## config.mk

```make
export PLATFORM = sky130hd
export DESIGN_NAME = neuron_sequencer
export DESIGN_NICKNAME = d
export VERILOG_FILES = /design/src/rtl/neuron_seq_pkg.sv /design/src/rtl/spike_fifo.sv /design/src/rtl/neuron_sequencer.sv
export SDC_FILE = /design/constraint.sdc
export NUM_CORES = 1
export LEC_CHECK = 0
export BUFFER_PORTS_ARGS = -buffer_cell sky130_fd_sc_hd__buf_2
export CAP_MARGIN = 20
export CORE_MARGIN = 1
export CORE_UTILIZATION = 50
export DETAILED_ROUTE_END_ITERATION = 6
export PLACE_DENSITY = 0.73
export SLEW_MARGIN = 10
export SYNTH_ARGS = -nofsm -noshare
export SYNTH_HDL_FRONTEND = slang
export SYNTH_SLANG_ARGS = --single-unit
```

## constraint.sdc

```tcl
create_clock -name rawclk -period 2.3 [get_ports rawclk]
set_clock_uncertainty 0.2 [all_clocks]
set_input_delay 0.115 -clock rawclk [delete_from_list [all_inputs] [get_ports rawclk]]
set_output_delay 0.115 -clock rawclk [all_outputs]
set_load 0.1 [all_outputs]
```

## src/rtl/neuron_seq_pkg.sv

```systemverilog
// Shared types and constants for the neuron pool sequencer and its spike FIFO.
package neuron_seq_pkg;

    typedef enum logic [1:0] {
        StIdle     = 2'd0,
        StRun      = 2'd1,
        StStopping = 2'd2
    } seq_state_e;

    // Pipeline phase held in neuronCounter[1:0]
    localparam logic [1:0] ST_INC  = 2'd0;
    localparam logic [1:0] ST_READ = 2'd1;
    localparam logic [1:0] ST_WR   = 2'd3;

    function automatic int unsigned num_neuron(input int unsigned nn);
        return 32'd1 << (nn + 1);
    endfunction

endpackage

```

## src/rtl/spike_fifo.sv

```systemverilog
// Synchronous show-ahead FIFO for motoneuron spike indices with a sticky overflow flag.
// DEPTH must be a power of two, at least 2.
module spike_fifo #(
    parameter int unsigned WIDTH = 9,
    parameter int unsigned DEPTH = 16
) (
    input  logic             rawclk,
    input  logic             reset_sim,
    input  logic             i_push,
    input  logic [WIDTH-1:0] i_data,
    input  logic             i_pop,
    output logic             o_valid,
    output logic [WIDTH-1:0] o_data,
    output logic             o_overflow
);
    localparam int unsigned AW = $clog2(DEPTH);

    logic [WIDTH-1:0] r_mem [DEPTH];
    logic [AW:0]      r_wptr;
    logic [AW:0]      r_rptr;
    logic             r_overflow;
    logic             w_empty;
    logic             w_full;
    logic             w_pop;
    logic             w_push;

    assign w_empty = (r_wptr == r_rptr);
    assign w_full  = (r_wptr[AW] != r_rptr[AW]) && (r_wptr[AW-1:0] == r_rptr[AW-1:0]);
    assign w_pop   = i_pop && !w_empty;
    // A pop frees the head slot on the same edge, so a push into a full FIFO still lands
    assign w_push  = i_push && (!w_full || w_pop);

    always_ff @(posedge rawclk or posedge reset_sim) begin
        if (reset_sim) begin
            r_wptr     <= '0;
            r_rptr     <= '0;
            r_overflow <= 1'b0;
        end else begin
            if (w_push) r_wptr <= r_wptr + (AW + 1)'(1);
            if (w_pop) r_rptr <= r_rptr + (AW + 1)'(1);
            if (i_push && w_full && !w_pop) r_overflow <= 1'b1;
        end
    end

    always_ff @(posedge rawclk) begin
        if (w_push) r_mem[r_wptr[AW-1:0]] <= i_data;
    end

    assign o_valid    = !w_empty;
    assign o_data     = w_empty ? '0 : r_mem[r_rptr[AW-1:0]];
    assign o_overflow = r_overflow;

endmodule

```

## src/rtl/neuron_sequencer.sv

```systemverilog
// Neuron pool time-multiplexing controller: neuron_clk divider, neuronCounter sequence,
// frame-aligned start/stop. Define SPIKE_CAPTURE_EN to capture spikes into spike_fifo.
module neuron_sequencer
    import neuron_seq_pkg::*;
#(
    parameter int unsigned NN         = 8,
    parameter int unsigned FIFO_DEPTH = 16
) (
    input  logic          rawclk,
    input  logic          reset_sim,
    input  logic          run,
    input  logic [31:0]   half_cnt,
    output logic          neuron_clk,
    output logic [NN+2:0] neuronCounter,
    output logic          frame_start,
    output logic          running,
    input  logic          spike_in,
    output logic          spk_valid,
    input  logic          spk_ready,
    output logic [NN:0]   spk_index,
    output logic          spk_overflow
);
    localparam int unsigned NumNeuron = num_neuron(NN);
    localparam logic [NN:0] LastIdx   = (NN + 1)'(NumNeuron - 1);

    seq_state_e    r_state;
    seq_state_e    w_state_d;
    logic [31:0]   r_div_cnt;
    logic [31:0]   w_div_d;
    logic [31:0]   r_half_shadow;
    logic [31:0]   w_half_d;
    logic          r_nclk;
    logic          w_nclk_d;
    logic [NN+2:0] r_ncnt;
    logic [NN+2:0] w_ncnt_d;
    logic          r_frame_start;
    logic          w_frame_start_d;
    logic          w_toggle;
    logic          w_fall;
    logic          w_wrap;

    assign w_toggle = (r_div_cnt == r_half_shadow);
    assign w_fall   = (r_state != StIdle) && w_toggle && r_nclk;
    assign w_wrap   = w_fall && (r_ncnt[NN+2:2] == LastIdx) && (r_ncnt[1:0] == ST_WR);

    always_comb begin
        w_state_d       = r_state;
        w_div_d         = r_div_cnt;
        w_half_d        = r_half_shadow;
        w_nclk_d        = r_nclk;
        w_ncnt_d        = r_ncnt;
        w_frame_start_d = 1'b0;
        case (r_state)
            StIdle: begin
                w_div_d  = '0;
                w_nclk_d = 1'b0;
                w_ncnt_d = '0;
                w_half_d = half_cnt;
                if (run) begin
                    w_state_d       = StRun;
                    w_frame_start_d = 1'b1;
                end
            end
            default: begin
                if (w_toggle) begin
                    w_div_d  = '0;
                    w_nclk_d = !r_nclk;
                end else begin
                    w_div_d = r_div_cnt + 32'd1;
                end
                if (w_fall) w_ncnt_d = r_ncnt + (NN + 3)'(1);
                // Period changes only take effect at frame boundaries
                if (w_wrap) begin
                    w_frame_start_d = 1'b1;
                    w_half_d        = half_cnt;
                end
                if (w_wrap && !run) w_state_d = StIdle;
                else if (run)       w_state_d = StRun;
                else                w_state_d = StStopping;
            end
        endcase
    end

    always_ff @(posedge rawclk or posedge reset_sim) begin
        if (reset_sim) begin
            r_state       <= StIdle;
            r_div_cnt     <= '0;
            r_half_shadow <= '0;
            r_nclk        <= 1'b0;
            r_ncnt        <= '0;
            r_frame_start <= 1'b0;
        end else begin
            r_state       <= w_state_d;
            r_div_cnt     <= w_div_d;
            r_half_shadow <= w_half_d;
            r_nclk        <= w_nclk_d;
            r_ncnt        <= w_ncnt_d;
            r_frame_start <= w_frame_start_d;
        end
    end

    assign neuron_clk    = r_nclk;
    assign neuronCounter = r_ncnt;
    assign frame_start   = r_frame_start;
    assign running       = (r_state != StIdle);

`ifdef SPIKE_CAPTURE_EN
    logic w_push;

    // Push the pre-increment index on the falling neuron_clk edge that closes the write phase
    assign w_push = w_fall && (r_ncnt[1:0] == ST_WR) && spike_in;

    spike_fifo #(
        .WIDTH (NN + 1),
        .DEPTH (FIFO_DEPTH)
    ) u_spike_fifo (
        .rawclk     (rawclk),
        .reset_sim  (reset_sim),
        .i_push     (w_push),
        .i_data     (r_ncnt[NN+2:2]),
        .i_pop      (spk_ready),
        .o_valid    (spk_valid),
        .o_data     (spk_index),
        .o_overflow (spk_overflow)
    );
`else
    localparam int unsigned unused_fifo_depth = FIFO_DEPTH;
    logic w_unused_spk;

    assign w_unused_spk = spike_in ^ spk_ready;
    assign spk_valid    = 1'b0;
    assign spk_index    = '0;
    assign spk_overflow = 1'b0;
`endif

endmodule

```

# Yosys cells after proc, flatten, opt, wreduce, memory -nomap -nowiden
# Cells that the tools add are included.
dict set report classes {
  n_addsub 2
  n_eq_ne 4
  mux 15
  n_reduce_logical 12
}
# op count
set ops {}
lappend ops {{$mux W32} 4}
lappend ops {{$add A32 B1 Y32 const B} 1}
lappend ops {{$eq A32 B32 Y1} 1}
lappend ops {{$mux W11} 2}
lappend ops {{$add A11 B1 Y11 const B} 1}
lappend ops {{$eq A9 B9 Y1 const B} 1}
lappend ops {{$mux W2} 4}
lappend ops {{$reduce_bool A2 Y1} 4}
lappend ops {{$logic_and A1 B1 Y1} 5}
lappend ops {{$mux W1} 5}
lappend ops {{$eq A2 B2 Y1 const B} 1}
lappend ops {{$logic_not A1 Y1} 2}
lappend ops {{$logic_not A2 Y1} 1}
lappend ops {{$ne A2 B2 Y1 const B} 1}
dict set report totals {
  in_bits 37
  regBits 79
  wordCells 39
  output_inout_bits 25
}

# Longest topological paths before layout
dict set report logic_depth {
  word_depth 8
  depth_mapped 8
  depth_no_buf 6
}

# Worst setup path after synthesis
# OpenSTA, ideal clock, no wires.
dict set report synth_path {
  kind {register to register}
  from {reg r_ncnt[3] (netlist: neuronCounter[3])}
  to {reg r_half_shadow[1]}
  synth_period_minus_slack_ps 2881
  setup_slack_ps -581
  n_path_buf 2
  path_stages_with_launch 8
  t_required_ps 2020
  setup_time_ps 80
  arrival_time_ps 2601
  path_cell_list {dfrtp_1 > and4_1 > nand4_1 > or2_1 > clkbuf_1 > buf_2 > or4_1 > o211ai_2}
}
dict set report synth_between {
  elab_chain_len 4
}
# element line
set synth_rtl {}
lappend synth_rtl {{start: declaration} neuron_sequencer.sv:34} ;# logic [NN+2:0] r_ncnt;
lappend synth_rtl {{start signal: assignment} neuron_sequencer.sv:97} ;# r_ncnt <= w_ncnt_d;
lappend synth_rtl {{$eq A9 B9 Y1} neuron_sequencer.sv:44} ;# assign w_wrap = w_fall && (r_ncnt[NN+2:2] == LastIdx) && (r_ncnt[1:0] == ST_WR);
lappend synth_rtl {{$logic_and A1 B1 Y1 (2 in a row)} neuron_sequencer.sv:44}
lappend synth_rtl {{$reduce_bool A2 Y1 (no source line)} n/a}
lappend synth_rtl {{end signal: assignment} neuron_sequencer.sv:95} ;# r_half_shadow <= w_half_d;
lappend synth_rtl {{end: declaration} neuron_sequencer.sv:30} ;# logic [31:0] r_half_shadow;
# No other way between the ends.
# A chain may end at the register's enable or synchronous reset.

# Worst setup path in the final report
dict set report layout_path {
  from {reg r_half_shadow[26]}
  to {reg r_ncnt[4] (netlist: neuronCounter[4])}
}
dict set report layout_between {
  elab_chain_len 4
}
# element line
set layout_rtl {}
lappend layout_rtl {{$eq A32 B32 Y1} neuron_sequencer.sv:42} ;# assign w_toggle = (r_div_cnt == r_half_shadow);
lappend layout_rtl {{$logic_and A1 B1 Y1 (2 in a row)} neuron_sequencer.sv:43} ;# assign w_fall = (r_state != StIdle) && w_toggle && r_nclk;
lappend layout_rtl {{$reduce_bool A2 Y1 (no source line)} n/a}
# No other way between the ends.

==> flow_summary.ini <==
[global_routing]
grt_use_met2_pct = 47.5
grtUsageMet1_pct = 35.9
grt_busiest_layer = met2
grt_usage_pct = 28.5
grt-ovfl-total = 0
grt_pass1_wl_um = 24800
grt_pass1_vias = 5253
grt_max_degree = 40
globalRouteMet3Util_pct = 5.33
antenna_found_initial = 0

[synthesis]
synth-seq-cells = 79
yosysTopAreaCell = dfrtp_1
synth_compound_area_share_pct = 15.8
synth.mux.area_fraction_pct = 1.53
netlist_instances = 629
synthAdderAreaFrac_pct = 0.478
ys_top_cells_by_area = dfrtp_1 (38%), nand2_1 (11%), o211ai_2 (7.2%), xor2_1 (6.4%), or4_1 (4.9%)
synth_cell_types = 38
synth_async_sr_flop_share_pct = 100
yosysMostFrequentCell = nand2_1
synthTopCellsByCount = nand2_1 (152), dfrtp_1 (79), nor2_1 (40), xor2_1 (38), or4_1 (34)
netlist.area_leader.share_pct = 37.8
synth_edf_count = 0
synthSimpleGateAreaFrac_pct = 28.0
synth_area_per_cell_um2 = 8.31
synth_top_family_by_area = simple AND/OR/NAND/NOR gates
yosysSeqAreaShare_pct = 37.8
yosys_warnings = 0
synth_xor_area_share_pct = 10.4
synth.cell_area_um2 = 5230
ys.flop_type = dfrtp_1

[critical_path]
timing.rr.end = neuronCounter[4]
arrival_ns = 2.55
max_stage_delay_ns = 0.50
critPathSlowestCell = or4_1
critical_path_class = reg2reg
worstPathMaxFanout = 8
reg2reg_depth = 8
regToRegSetupSlack_ns = -0.16
cpMostUsedCell = buf_12
path_delay_family = simple AND/OR/NAND/NOR gates
cp-end-kind = flip-flop
startpoint_type = flip-flop
cp_cell_sequence = xor2_1 -> nor4_2 -> buf_4 -> nand4_4 -> buf_12 -> buf_12 -> or4_1 -> a21oi_1
required_ns = 2.38
cp_num_buf_inv = 3
reg2reg_from = r_half_shadow[26]

[die]
io_pins = 62
chipWidth_um = 104
initial_utilization_pct = 52.5
placementRows = 36
die_y_um = 104
coreArea_um2 = 9950
die_area_um2 = 10900

[layout]
post-route-util_pct = 71.6
diodes = 0
drive_gt1_share_pct = 31.2
final_nets = 801
final_area_um2 = 7130
instances_no_fill = 900
area_growth_pct = 36.3

[placed_design]
gp_congestion = 0.840
hpwl_um = 9420
dp.cells = 827
postPlaceCellArea_um2 = 6070
numPortBuffers = 48

[pwr]
totalPowerFinal_mw = 3.21
max-vdd-ir-drop_uv = 304
powerDensity_nw_per_um2 = 451
p_leak_nw = 3.02

[status]
violations = setup timing
outcome = complete, but fails checks

[sta]
min_period_over_period_pct = 107
timing_hold_violations_final = 0
hold_ws_ns = 0.245
setup_ws_ns = -0.163
relSlewSlack_pct = 46.7
max_freq_ghz = 0.406
period_needed_ns = 2.46
slew_violations = 0
tightest_slew_ns = 0.798
setup_violations = 69
rsz0062_at_grt = yes

[clock_network]
clk_latency_ns = 0.36
cts_root_buffer = clkbuf_8
clock_path_buffers = 2
clkTransAtPathRegs_ns = 0.09
ctsHtreeMaxLevel = 3
clkSinkCount = 79
numCtsBuffers = 9
cts_tree = yes

[detailed_routing]
firstDrtPassIters = 6
drt_iter0_markers = 498
vias = 5335
wl_um = 16200
wire_per_inst_um = 18.0
avgViaCountPerCell = 5.93
detail-route-antenna-nets = 0
drcViolationCount = 0

[job]
max_cap_violations = 0

[hold_path]
hold_class = in2async
[layout make-up]
cell class,instances,area [um^2]
fillers,717,2830
clock buffers,11,141
repair buffers,171,1490
multi-input cells,493,3210
well taps,133,166
inverters,8,33.8
clock inverters,5,81.3
flip-flops and latches,79,2010
[timing repair]
item,in CTS,in global routing
resized for setup,25,16
setup endpoints to repair,69,71
hold buffers,34,0
cloned,2,5
pin swaps,11,5
hold endpoints to repair,65,0
setup buffers,12,5
[logic make-up (layout without fill, tap and decap cells)]
logic type / Yosys count / count (layout)
flip-flops: 79 / 79
AO/OA/AOI/OAI: 107 / 107
multiplexers: 8 / 8
AND/OR/NAND/NOR: 303 / 303
adder cells (fa/ha/maj): 2 / 2
other: 1 / 11
buffers and inverters: 67 / 195
XOR/XNOR: 62 / 62
[flip-flops by register name, indices dropped and copies added, names as in the netlist]
register / flops
r_div_cnt: 32
r_half_shadow: 32
neuronCounter: 11
r_state: 2
frame_start: 1
neuron_clk: 1
[metrics by stage]
stage / TNS [ns] / setup WS (ns)
after global routing: -10.19 / -0.212
final: -5.30 / -0.163
after floorplan: -0.275 / -0.0254
after CTS: -2.66 / -0.0906
after detailed placement: -2.61 / -0.128
after global placement: -0.950 / -0.0711
[tightest hold or removal path, cell delays in order]
cell	delay, ns
dlygate4sd3_1	0.53
buf_2	0.13
clkinvlp_4	0.52
[layer usage]
metal,share of wire (%),wire length (um),vias up
met4,2.9,476,0
met3,6.7,1080,57
met1,40,6490,2531
met5,0,0,-
met2,50,8130,281
li1,-,-,2466
[worst max path at each step]
stage                                  from           endpoint  cells past startpoint
final                     r_half_shadow[26]   neuronCounter[4]                      8
after CTS                 r_half_shadow[16]   neuronCounter[4]                      7
after floorplan            neuronCounter[3]  r_half_shadow[10]                      7
after global routing          r_div_cnt[17]   neuronCounter[4]                      8
after global placement    r_half_shadow[22]   neuronCounter[4]                      6
after detailed placement  r_half_shadow[28]   neuronCounter[2]                      6
[report_power, final]
group          switching, mW  internal (mW)  total, mW
Combinational          0.352          0.207      0.559
Sequential            0.0372           1.42       1.46
Clock                  0.547          0.642       1.19
Total                  0.937           2.27       3.21
[cell usage in the layout, fill, tap and decap left out, types with 7 or more instances in the layout]
cell,Yosys,final
nand2_1,152,152
buf_4,11,71
dfrtp_1,79,66
buf_2,9,48
xor2_1,38,38
nor2_1,40,38
dlygate4sd3_1,0,34
o21ai_0,33,33
a31oi_1,32,32
o211ai_2,30,30
xnor2_1,24,24
or4_4,0,21
nand3_1,17,16
or4_1,34,13
conb_1,1,11
buf_12,0,11
clkbuf_8,0,10
nor4_1,17,9
nand4_1,9,9
and4_1,10,9
nand2b_1,8,8
mux2i_1,8,8
dfrtp_2,0,8
nor3_1,8,7
Note: power is estimated with default switching activity, not from simulation.
